<file path="config.mk">
export PLATFORM = sky130hd
export DESIGN_NAME = inst_queue_flat
export DESIGN_NICKNAME = d
export VERILOG_FILES = /design/src/rtl/inst_queue_if.sv /design/src/rtl/inst_queue.sv /design/src/flat_wrapper.sv
export SDC_FILE = /design/constraint.sdc
export NUM_CORES = 1
export LEC_CHECK = 0
export ABC_CLOCK_PERIOD_IN_PS = 5050
export CAP_MARGIN = 0
export CORE_MARGIN = 5
export CORE_UTILIZATION = 33
export CTS_CLUSTER_DIAMETER = 30
export DETAILED_ROUTE_END_ITERATION = 6
export HOLD_SLACK_MARGIN = 0.15
export MAX_ROUTING_LAYER = met4
export SYNTH_ARGS = -nofsm -noshare
export SYNTH_HDL_FRONTEND = slang
export SYNTH_SLANG_ARGS = --single-unit
</file>
<file path="constraint.sdc">
create_clock -name clk -period 5.05 [get_ports clk]
set_clock_uncertainty 0.1 [all_clocks]
set_input_delay 0.505 -clock clk [delete_from_list [all_inputs] [get_ports clk]]
set_output_delay 0.505 -clock clk [all_outputs]
set_load 0.01 [all_outputs]
</file>
<file path="src/rtl/inst_queue_if.sv">
// Fetch/ID-facing bundle of the instruction queue: push side, pop side, control.
// Latency: n/a (wires only).
// Backpressure: IF_queue_is_full stalls fetch; ID_queue_is_empty gates ID pops.
interface inst_queue_if #(
    parameter int PTR_W = 4
);
    logic             rdy;
    logic             flush;
    logic             IF_valid;
    logic [31:0]      IF_inst;
    logic [31:0]      IF_pc;
    logic             IF_queue_is_full;
    logic             ID_enable;
    logic             ID_queue_is_empty;
    logic [31:0]      ID_inst;
    logic [31:0]      ID_pc;
    logic [PTR_W:0]   count;

    // Driver side: fetch, ID and ROB controls.
    modport master (
        output rdy, flush, IF_valid, IF_inst, IF_pc, ID_enable,
        input  IF_queue_is_full, ID_queue_is_empty, ID_inst, ID_pc, count
    );

    // Queue side.
    modport slave (
        input  rdy, flush, IF_valid, IF_inst, IF_pc, ID_enable,
        output IF_queue_is_full, ID_queue_is_empty, ID_inst, ID_pc, count
    );
endinterface

</file>
<file path="src/rtl/inst_queue.sv">
// Circular FWFT queue of {inst, pc} between fetch and decode/issue; flushed by ROB.
// Latency: push visible at head 1 cycle later; pop exposes next entry 1 cycle later.
// Backpressure: push refused while full (registered count), pop ignored while empty; rdy=0 freezes all.
module inst_queue #(
    parameter int DEPTH = 16,
    parameter int PTR_W = 4
) (
    input  logic          clk,
    input  logic          rst,
    inst_queue_if.slave   q
);
    localparam logic [PTR_W:0]   FULL_CNT = (PTR_W+1)'(DEPTH);
    localparam logic [PTR_W-1:0] PTR_ONE  = {{(PTR_W-1){1'b0}}, 1'b1};
    localparam logic [PTR_W:0]   CNT_ONE  = {{PTR_W{1'b0}}, 1'b1};

    logic [31:0]      inst_mem [DEPTH];
    logic [31:0]      pc_mem   [DEPTH];
    logic [PTR_W-1:0] head;
    logic [PTR_W-1:0] tail;
    logic [PTR_W:0]   cnt;

    logic empty;
    logic full;
    logic push_ok;
    logic pop_ok;

    // Full/empty come from the registered count, so a same-cycle pop never frees room for a push.
    assign empty   = (cnt == '0);
    assign full    = (cnt == FULL_CNT);
    assign push_ok = q.rdy & ~q.flush & q.IF_valid  & ~full;
    assign pop_ok  = q.rdy & ~q.flush & q.ID_enable & ~empty;

    // Entry storage: written at the tail on an accepted push; contents need no reset.
    always_ff @(posedge clk) begin
        if (push_ok) begin
            inst_mem[tail] <= q.IF_inst;
            pc_mem[tail]   <= q.IF_pc;
        end
    end

    // Pointer and occupancy update; flush wins over push and pop.
    always_ff @(posedge clk or posedge rst) begin
        if (rst) begin
            head <= '0;
            tail <= '0;
            cnt  <= '0;
        end else if (q.rdy) begin
            if (q.flush) begin
                head <= '0;
                tail <= '0;
                cnt  <= '0;
            end else begin
                if (push_ok) tail <= tail + PTR_ONE;
                if (pop_ok)  head <= head + PTR_ONE;
                case ({push_ok, pop_ok})
                    2'b10:   cnt <= cnt + CNT_ONE;
                    2'b01:   cnt <= cnt - CNT_ONE;
                    default: cnt <= cnt;
                endcase
            end
        end
    end

    // Head is read straight from storage; an empty queue presents zeros instead of stale data.
    assign q.ID_queue_is_empty = empty;
    assign q.IF_queue_is_full  = full;
    assign q.ID_inst           = empty ? 32'd0 : inst_mem[head];
    assign q.ID_pc             = empty ? 32'd0 : pc_mem[head];
    assign q.count             = cnt;
endmodule

</file>
<file path="src/flat_wrapper.sv">
// flat-port wrapper written by rule: the top's interface ports become plain ports
module inst_queue_flat 
#(
    parameter int DEPTH = 16,
    parameter int PTR_W = 4
)
  (clk, rst, q_rdy, q_flush, q_IF_valid, q_IF_inst, q_IF_pc, q_ID_enable, q_IF_queue_is_full, q_ID_queue_is_empty, q_ID_inst, q_ID_pc, q_count);
  inst_queue_if #(.PTR_W(PTR_W)) q_i ();
  input  logic clk;
  input  logic rst;
  input wire logic [$bits(q_i.rdy)-1:0] q_rdy;
  input wire logic [$bits(q_i.flush)-1:0] q_flush;
  input wire logic [$bits(q_i.IF_valid)-1:0] q_IF_valid;
  input wire logic [$bits(q_i.IF_inst)-1:0] q_IF_inst;
  input wire logic [$bits(q_i.IF_pc)-1:0] q_IF_pc;
  input wire logic [$bits(q_i.ID_enable)-1:0] q_ID_enable;
  output wire logic [$bits(q_i.IF_queue_is_full)-1:0] q_IF_queue_is_full;
  output wire logic [$bits(q_i.ID_queue_is_empty)-1:0] q_ID_queue_is_empty;
  output wire logic [$bits(q_i.ID_inst)-1:0] q_ID_inst;
  output wire logic [$bits(q_i.ID_pc)-1:0] q_ID_pc;
  output wire logic [$bits(q_i.count)-1:0] q_count;
  assign q_i.rdy = q_rdy;
  assign q_i.flush = q_flush;
  assign q_i.IF_valid = q_IF_valid;
  assign q_i.IF_inst = q_IF_inst;
  assign q_i.IF_pc = q_IF_pc;
  assign q_i.ID_enable = q_ID_enable;
  assign q_IF_queue_is_full = q_i.IF_queue_is_full;
  assign q_ID_queue_is_empty = q_i.ID_queue_is_empty;
  assign q_ID_inst = q_i.ID_inst;
  assign q_ID_pc = q_i.ID_pc;
  assign q_count = q_i.count;
  inst_queue #(.DEPTH(DEPTH), .PTR_W(PTR_W)) u_core (.clk(clk), .rst(rst), .q(q_i));
endmodule
</file>
==> flow_summary.ini <==
[timing]
setup_ws_ns = 0.571
grt_setup_unrepaired = no
setup-tns-final_ns = 0
period_needed_ns = 4.48
slew_headroom = 0.314
report.final.slew_viol_count = 0
period_share = 0.887
hold_viol_final = 0
setup_viol = 0
worst_pin_slew_ns = 1.03
max_freq_ghz = 0.223

[clocking]
cts_setup_buffers = 0
cts_tree = done
insertion_delay_ns = 0.78
cts_buffers = 191
clock-sinks = 1037
clkTransAtPathRegs_ns = 0.05
root_buffer = clkbuf_16
hold_buffers = 0
h-tree-depth = 4
clock_path_buffers = 3
cts_resized = 0

[yosys]
synthesis.area_um2 = 40000
synth_edf_count = 1024
synth_nets = 1693
yosysUniqueCellTypes = 43
avgSynthCellArea_um2 = 24.7
synth-main-ff-cell = edfxtp_1
async_reset_ff_frac = 0.0125
synth_top_area_cell = edfxtp_1
yosys-top-cells-area = edfxtp_1 77%, mux4_2 18%, nor2b_1 1.0%, dfrtp_1 0.81%, buf_6 0.68%
seq_area_frac_synth = 0.778
ys_ff_latch = 1037
syn_inst = 1616
ys_warn_count = 0
synth_top_area_share = 0.770

[pwr]
power_leakage_uw = 0.0156
powerDensity_nw_per_um2 = 523
irDropWorstVdd_mv = 0.343

[setup_path]
critPathArrivalTime_ns = 3.87
crit_path_start_kind = flip-flop
crit_type = flip-flop to output pin
cp-end-kind = output pin
timing.critical_path.required_ns = 4.45
crit_fanout = 30

[die]
design.die.area_um2 = 128000
die_x_um = 358
start_util = 0.333
fp.coreArea_um2 = 120000
ios = 141
die_y_um = 358
rows = 127

[placement]
pre_cts_slack_ns = 1.19
port_buffers = 140
place_congestion = 0.730
hpwl_um = 50300

[final_layout]
nFillCells = 10300
areaGrowthSynthToFinish_pct = 26.3
drive_above_1_share = 0.347
layout.nets = 1999

[route]
avgRoutedWirePerCell_um = 25.9
postRouteAntennaNets = 0
drt_pass1_iterations = 5
vias = 18500
wirelength_um = 96000
avgViaCountPerCell = 4.99
drt_iter0_drc = 1793
drc = 0

[global_route]
grt_first_pass_wirelength_um = 140000
grt_antenna_before_repair = 13
grt_util_all_layers = 0.156
grt_max_degree = 59
grt_pass1_vias = 20000
grt_overflow_total = 0

[hold_path]
min_path_type = primary input to async pin

[job]
drv_cap = 0

[run_status]
outcome = finished clean
==> power by group <==
part           internal [uW]  switching (uW)  leakage [uW]  total (uW)
registers               9550             106       0.00938        9660
logic                   1910            1730       0.00303        3640
clock network           8550            4520       0.00322       13100
==> stage by stage <==
step / util / hold slack [ns] / total power [uW] / instance area [um2] / cells
finish: 0.420 / 0.271 / 26400 / 50500 / 3707
global route: 0.420 / 0.229 / 27300 / 50500 / 3707
CTS: 0.420 / 0.179 / 26700 / 50400 / 3699
detailed placement: 0.364 / 0.477 / 13600 / 43700 / 3341
global placement: 0.364 / 0.471 / 13500 / 43700 / 3341
floorplan: - / 0.282 / 12100 / 40000 / 1616
==> final timing paths <==
kind,depth (start not counted),slack [ns],start,end
min in group clk,3,0.41,q_flush,u_core.tail[3]$_DFFE_PP0P_
max reg2reg,7,1.86,u_core.q.count[1]$_DFFE_PP0P_,u_core.inst_mem[9][23]$_DFFE_PP_
min,2,0.27,rst,u_core.head[3]$_DFFE_PP0P_
max in group asynchronous,2,4.09,rst,u_core.head[2]$_DFFE_PP0P_
max,5,0.57,u_core.head[0]$_DFFE_PP0P_,q_ID_pc[22]
min reg2reg,1,0.50,u_core.tail[2]$_DFFE_PP0P_,u_core.tail[2]$_DFFE_PP0P_
==> layer usage <==
metal / wire (um) / GRT usage / part of all wire
met5: 0 / - / 0
met4: 2150 / 0.0487 / 0.022
met3: 5730 / 0.0369 / 0.060
met2: 47600 / 0.249 / 0.50
met1: 40600 / 0.200 / 0.42
==> synth_stat cells (2+ instances only) <==
master       n
o21ai_1      5
edfxtp_1  1024
nor3b_1      3
nor2_1       9
dfrtp_1     13
o21ai_0      5
and2_1      16
nor3_1       3
mux2_2       2
buf_2       16
clkbuf_1    38
ha_1         7
nand3_1      4
a21oi_1      9
xnor2_1      2
or3_1        3
buf_6       24
nor2b_1     66
mux2i_1      3
and4_1       2
a22o_1       4
inv_1        7
buf_1        7
mux4_2     320
nand2_1      6
==> area by class of cell <==
class / instances / area, um2 / area share
Inverter: 8 / 30.0 / 0.000595
Multi-Input combinational cell: 486 / 8380 / 0.166
Sequential cell: 1037 / 31100 / 0.616
Tap cell: 1612 / 2020 / 0.0400
Timing Repair Buffer: 198 / 2160 / 0.0428
Clock buffer: 211 / 4880 / 0.0966
Clock inverter: 147 / 1890 / 0.0374
Antenna cell: 8 / 20.0 / 0.000397
==> logic make-up (layout without fill, tap and decap cells) <==
kind of cell	Yosys count	after routing	share of synthesized area
AO/OA/AOI/OAI	35	35	0.00651
XOR/XNOR	2	2	0.000438
adder cells (fa/ha/maj)	7	7	0.00219
buffers and inverters	93	564	0.0137
flip-flops	1037	1037	0.778
multiplexers	325	325	0.182
other	0	8	0
AND/OR/NAND/NOR	117	117	0.0177
==> registers in the layout (all words and copies together) (netlist names) <==
signal and flops:
u_core.tail 4, u_core.q.count 5, u_core.pc_mem 512, u_core.inst_mem 512, u_core.head 4
==> critical path: stages (launching register included) <==
cell and delay (ns):
dfrtp_4 0.69, buf_4 0.60, mux4_2 0.57, mux4_2 0.53, nor2b_1 0.16, clkdlybuf4s50_1 0.51
==> placed cells by master, fill, tap and decap left out, types with 22 or more instances in the layout <==
cell type	Yosys	layout
clkdlybuf4s50_1	0	140
bufinv_16	0	29
clkinv_1	0	22
edfxtp_1	1024	1024
nor2b_1	66	66
clkbuf_16	0	192
buf_12	0	26
buf_4	0	32
mux4_2	320	320
clkinvlp_4	0	23
(Power assumes the default switching activity.)
